$ cat config.mk
export PLATFORM = sky130hd
export DESIGN_NAME = alu_exec_ctrl
export DESIGN_NICKNAME = d
export VERILOG_FILES = /design/src/rtl/alu_exec_ctrl.sv
export SDC_FILE = /design/constraint.sdc
export NUM_CORES = 1
export LEC_CHECK = 0
export CORE_UTILIZATION = 45
export CTS_CLUSTER_DIAMETER = 30
export DETAILED_ROUTE_END_ITERATION = 6
export GPL_ROUTABILITY_DRIVEN = 0
export PLACE_DENSITY_LB_ADDON = 0.12
export SYNTH_ARGS = -nofsm -noshare
export SYNTH_HDL_FRONTEND = slang
export SYNTH_SLANG_ARGS = --single-unit
$ cat constraint.sdc
create_clock -name clk -period 2.9 [get_ports clk]
set_clock_uncertainty 0.1 [all_clocks]
set_input_delay 0.87 -clock clk [delete_from_list [all_inputs] [get_ports clk]]
set_output_delay 0.87 -clock clk [all_outputs]
set_load 0.1 [all_outputs]
$ cat src/rtl/alu_exec_ctrl.sv
// alu_exec_ctrl
// Execute-stage initiator for the ALU opsel/ready interface. It takes one
// decoded operation over a valid/ready handshake and holds the ALU operands
// and opcode stable until the ALU answers with ready. It then writes the
// result (and optionally the extra result) to the register file, and it owns
// the architectural flag register.
//
// Ports:
//   clk, rst            clock; asynchronous active-low reset
//   dec_*               decoded operation and its handshake (dec_ready out)
//   alu_srcA/B/extra_X  operands to the ALU; alu_opsel is the opcode
//   alu_Cflag/Oflag     carry/overflow from the flag register, fed to the ALU
//   alu_res/extra_res   results from the ALU; alu_flag_next, alu_ready
//   rf_we/waddr/wdata   register-file write port (addr/data are 0 when idle)
//   flags               {ZF,NF,CF,OF}
//   done                one-cycle pulse on the last writeback of an op
//   err / err_clr       sticky timeout indication and its clear
module alu_exec_ctrl #(
    parameter int REG_AW   = 4,
    parameter int MAX_WAIT = 64
) (
    input  logic              clk,
    input  logic              rst,
    input  logic              dec_valid,
    output logic              dec_ready,
    input  logic [15:0]       dec_srcA,
    input  logic [15:0]       dec_srcB,
    input  logic [15:0]       dec_extra_X,
    input  logic [4:0]        dec_opsel,
    input  logic [REG_AW-1:0] dec_rd,
    input  logic [REG_AW-1:0] dec_rd_hi,
    input  logic              dec_wr_extra,
    input  logic              dec_wr_flags,
    output logic [15:0]       alu_srcA,
    output logic [15:0]       alu_srcB,
    output logic [15:0]       alu_extra_X,
    output logic [4:0]        alu_opsel,
    output logic              alu_Cflag,
    output logic              alu_Oflag,
    input  logic [15:0]       alu_res,
    input  logic [15:0]       alu_extra_res,
    input  logic [3:0]        alu_flag_next,
    input  logic              alu_ready,
    output logic              rf_we,
    output logic [REG_AW-1:0] rf_waddr,
    output logic [15:0]       rf_wdata,
    output logic [3:0]        flags,
    output logic              done,
    output logic              err,
    input  logic              err_clr
);

    localparam int CW = (MAX_WAIT > 1) ? $clog2(MAX_WAIT) : 1;
    localparam logic [CW-1:0] LAST_WAIT = CW'(MAX_WAIT - 1);

    typedef enum logic [1:0] {
        S_IDLE  = 2'd0,
        S_EXEC  = 2'd1,
        S_WB_LO = 2'd2,
        S_WB_HI = 2'd3
    } state_t;

    state_t            r_state;
    state_t            w_next_state;
    logic              w_accept;
    logic              w_alu_done;
    logic              w_timeout;
    logic              w_wb_hi;

    logic [CW-1:0]     r_wait_cnt;
    logic [REG_AW-1:0] r_rd;
    logic [REG_AW-1:0] r_rd_hi;
    logic              r_wr_extra;
    logic              r_wr_flags;
    logic [15:0]       r_extra_res;
    logic [15:0]       r_alu_srcA;
    logic [15:0]       r_alu_srcB;
    logic [15:0]       r_alu_extra_X;
    logic [4:0]        r_alu_opsel;
    logic [3:0]        r_flags;
    logic              r_err;
    logic              r_rf_we;
    logic [REG_AW-1:0] r_rf_waddr;
    logic [15:0]       r_rf_wdata;
    logic              r_done;

    // State register
    always_ff @(posedge clk or negedge rst) begin
        if (!rst) begin
            r_state <= S_IDLE;
        end else begin
            r_state <= w_next_state;
        end
    end

    // Next-state decode and the per-cycle events that steer the datapath
    always_comb begin
        w_next_state = r_state;
        w_accept     = 1'b0;
        w_alu_done   = 1'b0;
        w_timeout    = 1'b0;
        w_wb_hi      = 1'b0;
        case (r_state)
            S_IDLE: begin
                if (dec_valid) begin
                    w_accept     = 1'b1;
                    w_next_state = S_EXEC;
                end else begin
                    w_next_state = S_IDLE;
                end
            end
            S_EXEC: begin
                if (alu_ready) begin
                    w_alu_done   = 1'b1;
                    w_next_state = S_WB_LO;
                end else if (r_wait_cnt == LAST_WAIT) begin
                    w_timeout    = 1'b1;
                    w_next_state = S_IDLE;
                end else begin
                    w_next_state = S_EXEC;
                end
            end
            S_WB_LO: begin
                if (r_wr_extra) begin
                    w_wb_hi      = 1'b1;
                    w_next_state = S_WB_HI;
                end else begin
                    w_next_state = S_IDLE;
                end
            end
            S_WB_HI: begin
                w_next_state = S_IDLE;
            end
            default: begin
                w_next_state = S_IDLE;
            end
        endcase
    end

    // Operation latches, wait counter and captured extra result
    always_ff @(posedge clk or negedge rst) begin
        if (!rst) begin
            r_wait_cnt    <= {CW{1'b0}};
            r_rd          <= {REG_AW{1'b0}};
            r_rd_hi       <= {REG_AW{1'b0}};
            r_wr_extra    <= 1'b0;
            r_wr_flags    <= 1'b0;
            r_extra_res   <= 16'h0000;
            r_alu_srcA    <= 16'h0000;
            r_alu_srcB    <= 16'h0000;
            r_alu_extra_X <= 16'h0000;
            r_alu_opsel   <= 5'd0;
        end else begin
            if (w_accept) begin
                r_wait_cnt    <= {CW{1'b0}};
                r_rd          <= dec_rd;
                r_rd_hi       <= dec_rd_hi;
                r_wr_extra    <= dec_wr_extra;
                r_wr_flags    <= dec_wr_flags;
                r_alu_srcA    <= dec_srcA;
                r_alu_srcB    <= dec_srcB;
                r_alu_extra_X <= dec_extra_X;
                r_alu_opsel   <= dec_opsel;
            end else if ((r_state == S_EXEC) && !alu_ready && !w_timeout) begin
                r_wait_cnt <= r_wait_cnt + CW'(1);
            end
            if (w_alu_done) begin
                r_extra_res <= alu_extra_res;
            end
        end
    end

    // Architectural flags and the sticky timeout error (a timeout beats err_clr)
    always_ff @(posedge clk or negedge rst) begin
        if (!rst) begin
            r_flags <= 4'b0000;
            r_err   <= 1'b0;
        end else begin
            if (w_alu_done && r_wr_flags) begin
                r_flags <= alu_flag_next;
            end
            if (w_timeout) begin
                r_err <= 1'b1;
            end else if (err_clr) begin
                r_err <= 1'b0;
            end
        end
    end

    // Registered write port: loaded on the edge that enters WB_LO / WB_HI
    always_ff @(posedge clk or negedge rst) begin
        if (!rst) begin
            r_rf_we    <= 1'b0;
            r_rf_waddr <= {REG_AW{1'b0}};
            r_rf_wdata <= 16'h0000;
            r_done     <= 1'b0;
        end else if (w_alu_done) begin
            r_rf_we    <= 1'b1;
            r_rf_waddr <= r_rd;
            r_rf_wdata <= alu_res;
            r_done     <= !r_wr_extra;
        end else if (w_wb_hi) begin
            r_rf_we    <= 1'b1;
            r_rf_waddr <= r_rd_hi;
            r_rf_wdata <= r_extra_res;
            r_done     <= 1'b1;
        end else begin
            r_rf_we    <= 1'b0;
            r_rf_waddr <= {REG_AW{1'b0}};
            r_rf_wdata <= 16'h0000;
            r_done     <= 1'b0;
        end
    end

    assign dec_ready   = (r_state == S_IDLE);
    assign alu_srcA    = r_alu_srcA;
    assign alu_srcB    = r_alu_srcB;
    assign alu_extra_X = r_alu_extra_X;
    assign alu_opsel   = r_alu_opsel;
    assign alu_Cflag   = r_flags[1];
    assign alu_Oflag   = r_flags[0];
    assign flags       = r_flags;
    assign err         = r_err;
    assign rf_we       = r_rf_we;
    assign rf_waddr    = r_rf_waddr;
    assign rf_wdata    = r_rf_wdata;
    assign done        = r_done;

endmodule

==> Word level (Yosys, flattened, before mapping) <==
Index checks and enable logic that the tools add are counted.
{ "totals": {"wordCells": 56, "output_inout_bits": 83, "regBits": 114} }
{ "classes": {"addsub": 1, "reduce_logical": 9, "muxes": 25, "n_eq_ne": 4} }
{ "op_table": {"columns": ["cell", "count"], "rows": [
  ["$mux 16", 2],
  ["$mux 1", 16],
  ["$mux 6", 2],
  ["$mux 4", 2],
  ["$pmux 2 s4", 1],
  ["$add 6x1->6 const B", 1],
  ["$eq 6x6->1 const B", 1],
  ["$eq 2x2->1 const B", 2],
  ["$mux 2", 2],
  ["$reduce_bool 2->1", 2],
  ["$logic_and 1x1->1", 3],
  ["$logic_not 1->1", 3],
  ["$eq 2x1->1 const B", 1],
  ["$logic_not 2->1", 1]
]} }

==> Depth between registers and ports, before layout <==
{ "depth": {"ltp_word": 8, "depth_mapped": 6, "ltp_nobuf": 5} }

==> Worst setup path after synthesis <==
No wires, ideal clock.
{ "synth_timing": {"path_type": "register -> register", "start": "register r_state[0]", "end": "register r_alu_opsel[0] (netlist: alu_opsel[0])", "setup_ps": 125, "path_buffers": 2, "required_time_ps": 2675, "setup_slack_ps": 548, "path_stages_with_launch": 6, "period_less_slack_ps": 2352, "arrival_time_ps": 2127, "cell_sequence": "dfrtp_1 > nor2_2 > and2_4 > buf_6 > buf_4 > mux2_2"} }
{ "synth_between": {"elab_chain_len": 2} }
{ "synth_lines": {"columns": ["element", "line", "source"], "rows": [
  ["from (decl)", "63", "state_t r_state;"],
  ["from (signal assigned)", "92", "r_state <= w_next_state;"],
  ["$logic_not 2->1", null, null],
  ["net dec_ready", "25", "output logic dec_ready,"],
  ["$mux 1", "103", "case (r_state)"],
  ["to (signal assigned)", "163", "r_alu_opsel <= dec_opsel;"],
  ["to (decl)", "79", "logic [4:0] r_alu_opsel;"]
]} }
The timed path passes the listed nets, and every way through them passes these cells.
A chain may end at the register's enable or synchronous reset.

==> Final worst setup path <==
{ "layout_timing": {"start": "register r_state[0]", "end": "output dec_ready"} }
{ "layout_between": {"elab_chain_len": 1} }
{ "layout_lines": {"columns": ["element", "line", "source"], "rows": [
  ["$logic_not 2->1", "215", "assign dec_ready = (r_state == S_IDLE);"],
  ["to (decl)", "25", null]
]} }
Every way passes these cells.

==> flow_summary.yaml <==
status:
  outcome: "completed"
drt:
  dr.pass1.iters: 4
  dr_total_vias: 3139
  wirelength_um: 9980
  viasPerCell: 4.86
  drc: 0
  ant_nets: 0
  wl_per_cell_um: 15.4
  drt-initial-drc-count: 65
die:
  start_util_pct: 46.7
  row_count: 35
  dieWidth_um: 100
  die_y_um: 100
  ioPinCount: 187
  die_area_sq_um: 10100
  core_area_sq_um: 9330
grt:
  grt_pass1_vias: 3308
  track_usage_pct: 21.0
  grt-ovfl-total: 0
  grt_pass1_wl_um: 16000
  antenna_found_initial: 0
  grt_max_degree: 56
setup_path:
  slowest_delay_ns: 0.44
  start_kind: "flop"
  path_cells: "nor2_2, buf_4"
  crit_fanout: 6
  arrival_ns: 1.41
  worst-setup-path-type: "flop to output port"
  crit_family: "flip-flops"
  cp_num_buf_inv: 1
  required_ns: 1.93
  cp_slowest_cell: "dfrtp_1"
  endpoint_kind: "output port"
placement:
  hpwl_um: 7150
  place_area_sq_um: 6140
  dpl_worst_slack_ns: 0.382
  portBuffers: 186
synth:
  avgSynthCellArea_sq_um: 14.1
  syn_inst: 308
  syn-num-nets: 413
  synth.cell_area_sq_um: 4360
  yosysWarnings: 0
  ys_types: 30
  seq_area_frac_synth_pct: 65.5
  synth_seq_cells: 114
clocking:
  hold_buffers: 0
  cts_tree: "done"
  cts_resized: 0
  clock_sinks: 114
  clock_path_buffers: 2
  cts_root_buffer: "clkbuf_8"
  htreeDepth: 4
  clkLatencyLatePin_ns: 0.51
  numCtsBuffers: 17
  cts_setup_buffers: 0
  path_clk_slew_ns: 0.06
cells_and_area:
  layout.nets: 609
  fillCellCount: 670
  multiInputGateArea_sq_um: 1350
  seqCellArea_sq_um: 2850
  antenna_cells: 0
  final_core_util_pct: 71.7
  drive_gt1_share_pct: 37.3
  area_growth_pct: 53.5
  fin_area_sq_um: 6690
sta:
  fmax_mhz: 420
  drv_slew: 0
  worstMarginPinSlew_ns: 0.907
  setup_ws_ns: 0.519
  timing.setup.tns_ns: 0
  fin_crit_sh_pct: 82.1
  grt_setup_unrepaired: "false"
  min_period_ns: 2.38
  slew_headroom_pct: 39.5
  setup_violations: 0
  hold_viol: 0
run:
  maxCapViolCount: 0
hold_path:
  hp-class: "input pin to async pin"
## cells by family (layout without fill, tap and decap cells)
family,count (synthesis),after routing,synth area share [%]
flops,114,114,65.5
simple gates,74,74,7.81
mux,68,68,17.6
compound gates,29,29,5.40
buf+inv,22,231,3.47
fa+ha+maj,1,1,0.287
## registers in the layout, summed over array words and instances (netlist names), 2 cells and up
| register | flops |
|---|---|
| alu_extra_X | 16 |
| alu_opsel | 5 |
| alu_srcB | 16 |
| r_rd_hi | 4 |
| rf_wdata | 16 |
| flags | 4 |
| r_extra_res | 16 |
| r_rd | 4 |
| r_wait_cnt | 6 |
| rf_waddr | 4 |
| alu_srcA | 16 |
| r_state | 2 |
## per-layer routing
layer | routed length [um] | share of wire [%] | vias up | GRT usage, %
li1 | - | - | 1473 | -
met1 | 4260 | 43 | 1516 | 25.9
met2 | 4850 | 49 | 130 | 34.0
met3 | 649 | 6.5 | 20 | 6.62
met4 | 217 | 2.2 | 0 | 9.14
met5 | 0 | 0 | - | 0
## cell usage after synthesis
library cell  instances  area share [%]
nor3_1                3            0.34
buf_2                 4            0.46
a311o_1               1            0.23
buf_6                 5             1.3
nor2_1                1           0.086
buf_8                 1            0.34
clkbuf_1              3            0.26
nand2_1              53             4.6
nand4_1               2            0.29
o21ai_2               1            0.20
nand3_1               3            0.34
nor2_2                1            0.14
o21ai_0               2            0.23
and3_1                2            0.29
dfrtp_1             114              65
nand3b_1              3            0.52
inv_1                 5            0.43
a21oi_1               1            0.11
a22o_1               20             4.0
a211oi_1              2            0.34
ha_1                  1            0.29
nor2b_1               1            0.14
o22ai_1               1            0.14
buf_4                 4            0.69
and2_4                1            0.20
nor3b_2               1            0.29
mux2_2               68              18
and4_1                1            0.20
and3b_1               2            0.40
o21ai_1               1            0.11
## metrics by stage
stage,cells,hold slack (ns)
after floorplan,308,0.347
after global placement,614,0.358
after detailed placement,614,0.364
after CTS,646,0.270
after global routing,646,0.281
final,646,0.255
## area by class of cell
type	instances	area share, %
Timing Repair Buffer	194	26.2
Clock inverter	11	1.68
Inverter	5	0.281
Clock buffer	21	6.57
Multi-Input combinational cell	172	20.2
Tap cell	129	2.41
Sequential cell	114	42.7
## path summary, 6_finish.rpt
kind	slack, ns	startpoint	depth (start not counted)	to
worst max-delay path	0.52	r_state[0]	2	dec_ready
worst min-delay path	0.26	rst	1	r_state[0]
worst max register to register	1.09	r_state[0]	4	alu_srcB[3]
worst min register to register	0.37	r_extra_res[2]	2	r_extra_res[2]
max in group asynchronous	1.75	rst	2	alu_srcB[14]
min in group clk	0.37	r_extra_res[2]	2	r_extra_res[2]
## layout by cell type, fill, tap and decap left out, types with 2 or more instances in the layout
cell type and instances:
inv_1 5, mux2_2 68, and3b_1 2, clkbuf_8 2
and3_1 2, nor3_1 3, clkinvlp_4 3, nand4_1 2
a22o_1 20, nand2_1 53, dfrtp_1 114, bufinv_16 2
nand3b_1 3, buf_12 3, a211oi_1 2, clkdlybuf4s50_1 102
buf_4 89, o21ai_0 2, nand3_1 3, clkbuf_1 3
clkinv_2 6, clkbuf_16 16
Power is left out: the tool's default activity adds up to more than one toggle a clock period on the data nets, which glitch-free logic cannot reach.
